[config.mk]
export PLATFORM = sky130hd
export DESIGN_NAME = ex_fwd_hazard_unit
export DESIGN_NICKNAME = d
export VERILOG_FILES = /design/src/rtl/ex_fwd_hazard_unit.sv
export SDC_FILE = /design/constraint.sdc
export NUM_CORES = 1
export LEC_CHECK = 0
export BUFFER_PORTS_ARGS = -buffer_cell sky130_fd_sc_hd__clkbuf_2
export CORE_ASPECT_RATIO = 0.7
export CORE_MARGIN = 3
export CORE_UTILIZATION = 40
export CTS_CLUSTER_DIAMETER = 30
export DETAILED_ROUTE_END_ITERATION = 10
export PLACE_DENSITY = 0.74
export SLEW_MARGIN = 15
export SYNTH_ARGS = -nofsm -noshare
export SYNTH_HDL_FRONTEND = slang
export SYNTH_SLANG_ARGS = --single-unit
export TNS_END_PERCENT = 5
[constraint.sdc]
create_clock -name clk -period 4.55 [get_ports clk]
set_input_delay 1.1375 -clock clk [delete_from_list [all_inputs] [get_ports clk]]
set_output_delay 1.1375 -clock clk [all_outputs]
set_load 0.05 [all_outputs]
[src/rtl/ex_fwd_hazard_unit.sv]
// EX-stage forwarding and load-use hazard unit. Shadows the EX destination through
// EX/MEM and MEM/WB copies to drive ALU operand selects and the ID stall request.
module ex_fwd_hazard_unit #(
  parameter int unsigned REG_W = 5,
  parameter int unsigned CNT_W = 16
) (
  input  logic             clk,
  input  logic             rst_n,
  input  logic             stall_in,
  input  logic             flush_ex,
  input  logic [REG_W-1:0] ex_dest,
  input  logic             ex_reg_write,
  input  logic             ex_mem_read,
  input  logic [REG_W-1:0] ex_rs,
  input  logic [REG_W-1:0] ex_rt,
  input  logic [REG_W-1:0] id_rs,
  input  logic [REG_W-1:0] id_rt,
  output logic [1:0]       fwd_a,
  output logic [1:0]       fwd_b,
  output logic             load_use_stall,
  output logic [REG_W-1:0] mem_dest,
  output logic             mem_reg_write,
  output logic [REG_W-1:0] wb_dest,
  output logic             wb_reg_write,
  output logic [CNT_W-1:0] load_use_count
);

  localparam logic [CNT_W-1:0] CntMax = {CNT_W{1'b1}};

  logic [REG_W-1:0] mem_dest_q, mem_dest_d;
  logic             mem_reg_write_q, mem_reg_write_d;
  logic             mem_mem_read_q, mem_mem_read_d;
  logic [REG_W-1:0] wb_dest_q, wb_dest_d;
  logic             wb_reg_write_q, wb_reg_write_d;
  logic [CNT_W-1:0] load_use_count_q, load_use_count_d;
  logic             mem_wr_valid, wb_wr_valid;

  always_ff @(posedge clk or negedge rst_n) begin
    if (!rst_n) begin
      mem_dest_q       <= '0;
      mem_reg_write_q  <= 1'b0;
      mem_mem_read_q   <= 1'b0;
      wb_dest_q        <= '0;
      wb_reg_write_q   <= 1'b0;
      load_use_count_q <= '0;
    end else begin
      mem_dest_q       <= mem_dest_d;
      mem_reg_write_q  <= mem_reg_write_d;
      mem_mem_read_q   <= mem_mem_read_d;
      wb_dest_q        <= wb_dest_d;
      wb_reg_write_q   <= wb_reg_write_d;
      load_use_count_q <= load_use_count_d;
    end
  end

  // A freeze beats a flush: the squashed instruction stays put until the pipe moves.
  always_comb begin
    mem_dest_d      = mem_dest_q;
    mem_reg_write_d = mem_reg_write_q;
    mem_mem_read_d  = mem_mem_read_q;
    wb_dest_d       = wb_dest_q;
    wb_reg_write_d  = wb_reg_write_q;
    if (!stall_in) begin
      wb_dest_d      = mem_dest_q;
      wb_reg_write_d = mem_reg_write_q;
      if (flush_ex) begin
        mem_dest_d      = '0;
        mem_reg_write_d = 1'b0;
        mem_mem_read_d  = 1'b0;
      end else begin
        mem_dest_d      = ex_dest;
        mem_reg_write_d = ex_reg_write;
        mem_mem_read_d  = ex_mem_read;
      end
    end
  end

  assign mem_wr_valid = mem_reg_write_q && (mem_dest_q != '0);
  assign wb_wr_valid  = wb_reg_write_q && (wb_dest_q != '0);

  always_comb begin
    fwd_a = 2'b00;
    if (mem_wr_valid && (mem_dest_q == ex_rs)) begin
      fwd_a = 2'b10;
    end else if (wb_wr_valid && (wb_dest_q == ex_rs)) begin
      fwd_a = 2'b01;
    end
  end

  always_comb begin
    fwd_b = 2'b00;
    if (mem_wr_valid && (mem_dest_q == ex_rt)) begin
      fwd_b = 2'b10;
    end else if (wb_wr_valid && (wb_dest_q == ex_rt)) begin
      fwd_b = 2'b01;
    end
  end

  always_comb begin
    load_use_stall = 1'b0;
    if (!flush_ex && ex_mem_read && ex_reg_write && (ex_dest != '0) &&
        ((ex_dest == id_rs) || (ex_dest == id_rt))) begin
      load_use_stall = 1'b1;
    end
  end

  always_comb begin
    load_use_count_d = load_use_count_q;
    if (load_use_stall && !stall_in && (load_use_count_q != CntMax)) begin
      load_use_count_d = load_use_count_q + 1'b1;
    end
  end

  assign mem_dest       = mem_dest_q;
  assign mem_reg_write  = mem_reg_write_q;
  assign wb_dest        = wb_dest_q;
  assign wb_reg_write   = wb_reg_write_q;
  assign load_use_count = load_use_count_q;

endmodule

Word level (Yosys, flattened, before mapping)
Cells that the tools add are included.
- latch bits: 0
- memory bits (writable): 0
- bits in read-only memories: 0
- memories kept: 0
- flip-flop bits (word level): 28
- bits of input ports: 31
- logic and storage cells: 38
- mux-type cells: 7
- equality and inequality tests: 7
- multipliers: 0
- reduce and logical (&&, ||, !) cells: 18
- add/subtract/negate cells: 1
- shift operators: 0
- div/mod/pow operators: 0
- bitwise logic cells: 0
- $lt $le $gt $ge: 0
- operator list (operator ; count):
    5-bit equality test ; 6
    16-bit by 1-bit adder with 16-bit output (second input constant) ; 1
    16-bit != test (second input constant) ; 1
    5-bit nonzero test ; 3
    1-bit logical AND ; 12
    5-bit 2-to-1 mux ; 1
    1-bit 2-to-1 mux ; 4
    2-bit 2-to-1 mux ; 2
    1-bit zero test ; 2
    1-bit logical OR ; 1

Logic depth before layout (Yosys ltp)
- word-level depth: 8
- depth in mapped cells: 6
- mapped depth without buffers: 6

Worst setup path before layout
No wires, ideal clock.
- path kind: input-to-output
- start: in ex_rt[4]
- end: out fwd_b[0]
- setup slack: -0.289 ns
- arrival: 3.701 ns
- required time: 3.413 ns
- stages on the path: 4
- cell sequence: xnor2_1 nand3_1 nor4_1 nor4_1
- word-level cells in the longest chain between the ends: 4
- elaborated cells on any way between the ends: 6
- classes of those cells: eq/ne (2); mux (2); reduce/logical (2)
- ends and longest elaborated chain (item ; RTL line ; text):
    start: declaration ; 15 ; input logic [REG_W-1:0] ex_rt,
    5-bit equality test ; 94 ; end else if (wb_wr_valid && (wb_dest_q == ex_rt)) begin
    1-bit logical AND ; 94 ;
    1-bit 2-to-1 mux ; 94 ;
    2-bit 2-to-1 mux (*) ; 92 ; if (mem_wr_valid && (mem_dest_q == ex_rt)) begin
    end: declaration ; 19 ; output logic [1:0] fwd_b,
Every way passes the cells marked *; elsewhere a longest branch is shown, timed or not.

Final worst setup path
- start: in ex_dest[0]
- end: out load_use_stall
- word-level cells in the longest chain between the ends: 4
- elaborated cells on any way between the ends: 7
- classes of those cells: eq/ne (2); mux (1); reduce/logical (4)
- ends and longest elaborated chain (item ; RTL line ; text):
    start: declaration ; 11 ; input logic [REG_W-1:0] ex_dest,
    5-bit equality test / 5-bit nonzero test (equally long branches) ; 102, 101 ;
    1-bit logical OR / 1-bit logical AND (equally long branches) ; 102, 101 ;
    1-bit logical AND (*) ; 101 ; if (!flush_ex && ex_mem_read && ex_reg_write && (ex_dest != '0) &&
    1-bit 2-to-1 mux (*) ; 101 ;
    end: declaration ; 20 ; output logic load_use_stall,
Marked as above.

==> impl_metrics.csv <==
group,metric,value,unit
status,status,"finished clean",
critical_path,criticalPathCategory,"in -> out",
place,dpl_cell_area,0.00208,mm²
place,dpl.hpwl,3.11,mm
die,fp-row-count,19,
pwr,total_power,0.000624,W
critical_path,crit_chain,"clkbuf_2 > xnor2_1 > nand3_1 > o22ai_4 > nor2b_1 > clkbuf_2",
timing,setup_violations,0,
clocking,postCtsSetupBuffers,0,
min_path,whs_path_depth,1,
critical_path,cp.depth,6,
critical_path,critPathMostFrequentCell,"clkbuf_2",
critical_path,crit_arrival,2.48,ns
logic_synthesis,syn_area_per_cell,10.4,µm²
global_routing,grt_max_degree,29,
die,fp.dieW,84.0,µm
logic_synthesis,ys.warnings.count,0,
global_routing,grt-ovfl-total,0,
critical_path,critPathLaunchType,"input pin",
timing,period_share,0.796,
die,core,0.00402,mm²
place,portBuffers,63,
logic_synthesis,synth_seq_area_share,0.411,
die,die_y,60.6,µm
die,die_area,0.00510,mm²
pwr,p_per_area,290,mW/mm²
clocking,clk_pin_slew,0.09,ns
critical_path,cp_slowest_cell,"o22ai_4",
logic_synthesis,synth_edf_count,0,
place,gp_congestion,0.844,
critical_path,required,3.41,ns
routing,vias,1417,
timing,fmax,276,MHz
critical_path,cp-end-kind,"output pin",
clocking,cts.repair.resized,0,
pwr,cellLeakagePower,1.02,nW
finish,synthToLayoutAreaGrowth,26.1,%
routing,drc,0,
logic_synthesis,async_reset_ff_frac,1.00,
finish,drive_gt1_frac,0.360,
global_routing,grt_pass1_wl,6.47,mm
clocking,clockBufferDepth,2,
finish,utilization,0.535,
clocking,holdBufCountCts,0,
routing,drt-initial-drc-count,80,
global_routing,track_usage,0.158,
logic_synthesis,synthTopCellsByArea,"dfrtp_1 (41%), xnor2_1 (16%), xor2_1 (7.2%), nand2_1 (4.0%), mux2_2 (4.0%)",
timing,drv_slew,0,
critical_path,crit_fanout,16,
timing,worst_clock_skew,0.00646,ns
critical_path,cpLargestDelayFamily,"compound AO/OA/AOI/OAI gates",
finish,fillers,378,
clocking,cts_buffers,3,
critical_path,worst-path-buf-inv,2,
logic_synthesis,ys_seq_elements,28,
logic_synthesis,synth.most_common_cell,"xnor2_1",
clocking,cts_sinks,28,
global_routing,antenna_found_initial,0,
timing,period_minus_slack,3.62,ns
routing,vias_per_cell,5.06,
routing,avgRoutedWirePerCell,13.9,µm
logic_synthesis,synth_top_cell_area_share,0.411,
logic_synthesis,synth_cell_types,31,
logic_synthesis,syn_inst,164,
timing,hold_violations,0,
global_routing,use_met2,0.228,
finish,fin_area,0.00215,mm²
logic_synthesis,syn_nets,196,
clocking,cts_tree,"built",
clocking,cts-root-buf,"clkbuf_8",
routing,wirelength,3.91,mm
logic_synthesis,netlist_top_cells_count,"xnor2_1 (31), dfrtp_1 (28), nand2_1 (18)",
timing,slew_headroom,0.547,
pwr,vdd_drop_max,260,µV
routing,firstDrtPassIters,4,
clocking,h-tree-depth,1,
finish,antenna_cells,0,
timing,tns,0,ns
global_routing,grt_pass1_vias,1323,
logic_synthesis,synthesis.area,0.00171,mm²
min_path,hold_class,"reg -> reg",
die,io_pins,64,
logic_synthesis,synth.largest_area_cell,"dfrtp_1",
global_routing,grt_busiest_layer,"met1",
global_routing,gr-usage-met1,0.235,
routing,drtAntennaViolNets,0,
critical_path,r2r_cells,6,
place,dp.cells,276,
die,initial_core_util,0.424,
critical_path,max_stage_delay,0.44,ns
global_routing,grt.met3_usage,0.0393,
flow_run,drv_cap,0,
logic_synthesis,synth_ff_type,"dfrtp_1",
finish,num-nets-final,261,
timing,tightest_slew,0.679,ns
finish,instances_no_fill,280,
clocking,clk_latency,0.28,ns
timing,rsz0062_at_grt,"false",
-- layer usage --
| layer | up-vias | wire (µm) |
|---|---|---|
| li1 | 709 | - |
| met3 | 5 | 281 |
| met4 | 0 | 51 |
| met2 | 55 | 1600 |
| met1 | 648 | 1970 |
| met5 | - | 0 |
-- cell families after synthesis --
kind of cell             count (synthesis)  synth area share
AND/OR/NAND/NOR                         66             0.237
XOR/XNOR                                45             0.231
flip-flops                              28             0.411
AO/OA/AOI/OAI                           11            0.0536
multiplexers                             7            0.0462
buffers and inverters                    6            0.0139
adder cells (fa/ha/maj)                  1           0.00734
-- final cells by class --
class | instances | area, µm² | share of cell area
sequential | 28 | 701 | 0.326
inverter | 3 | 11.3 | 0.00524
multi-input combinational | 130 | 987 | 0.459
clock buffer | 3 | 41.3 | 0.0192
timing repair buffer | 63 | 315 | 0.147
clock inverter | 1 | 30.0 | 0.0140
tap | 52 | 65.1 | 0.0303
-- flip-flops by register name, indices dropped and copies added (netlist names) --
register and flops:
mem_dest 5, load_use_count 16, wb_reg_write 1, mem_reg_write 1, wb_dest 5
-- layout by cell type, fill, tap and decap left out, types with 4 or more instances in the layout --
| cell | n |
|---|---|
| nand2_1 | 18 |
| nand4_1 | 7 |
| xor2_1 | 14 |
| nor4_1 | 4 |
| or4_1 | 4 |
| mux2_2 | 6 |
| o21ai_0 | 8 |
| nor2_1 | 6 |
| dfrtp_1 | 28 |
| nand3_1 | 12 |
| clkbuf_2 | 63 |
| xnor2_1 | 31 |
-- stage by stage --
step / setup WS, ns / hold WS, ns
after CTS: 0.905 / 0.507
final: 0.928 / 0.505
after global placement: 0.954 / 0.488
after floorplan: -0.289 / 0.773
after global routing: 0.758 / 0.534
after detailed placement: 0.916 / 0.495
-- final timing paths --
path	slack (ns)	endpoint	startpoint
setup / recovery	0.93	load_use_stall	ex_dest[0]
hold / removal	0.50	load_use_count[9]	load_use_count[9]
setup reg to reg	2.67	load_use_count[1]	load_use_count[0]
hold reg to reg	0.50	load_use_count[9]	load_use_count[9]
max in group asynchronous	3.23	mem_dest[2]	rst_n
min in group asynchronous	0.88	load_use_count[7]	rst_n
-- where the power goes --
group          total, W  leakage (nW)  switching [W]  internal [W]
Sequential     0.000284         0.379      0.0000221      0.000261
Combinational  0.000147         0.602      0.0000962     0.0000509
Clock          0.000193        0.0357      0.0000755      0.000118
Total          0.000624          1.02       0.000194      0.000430
No activity file was read; power rests on OpenSTA's default activity.
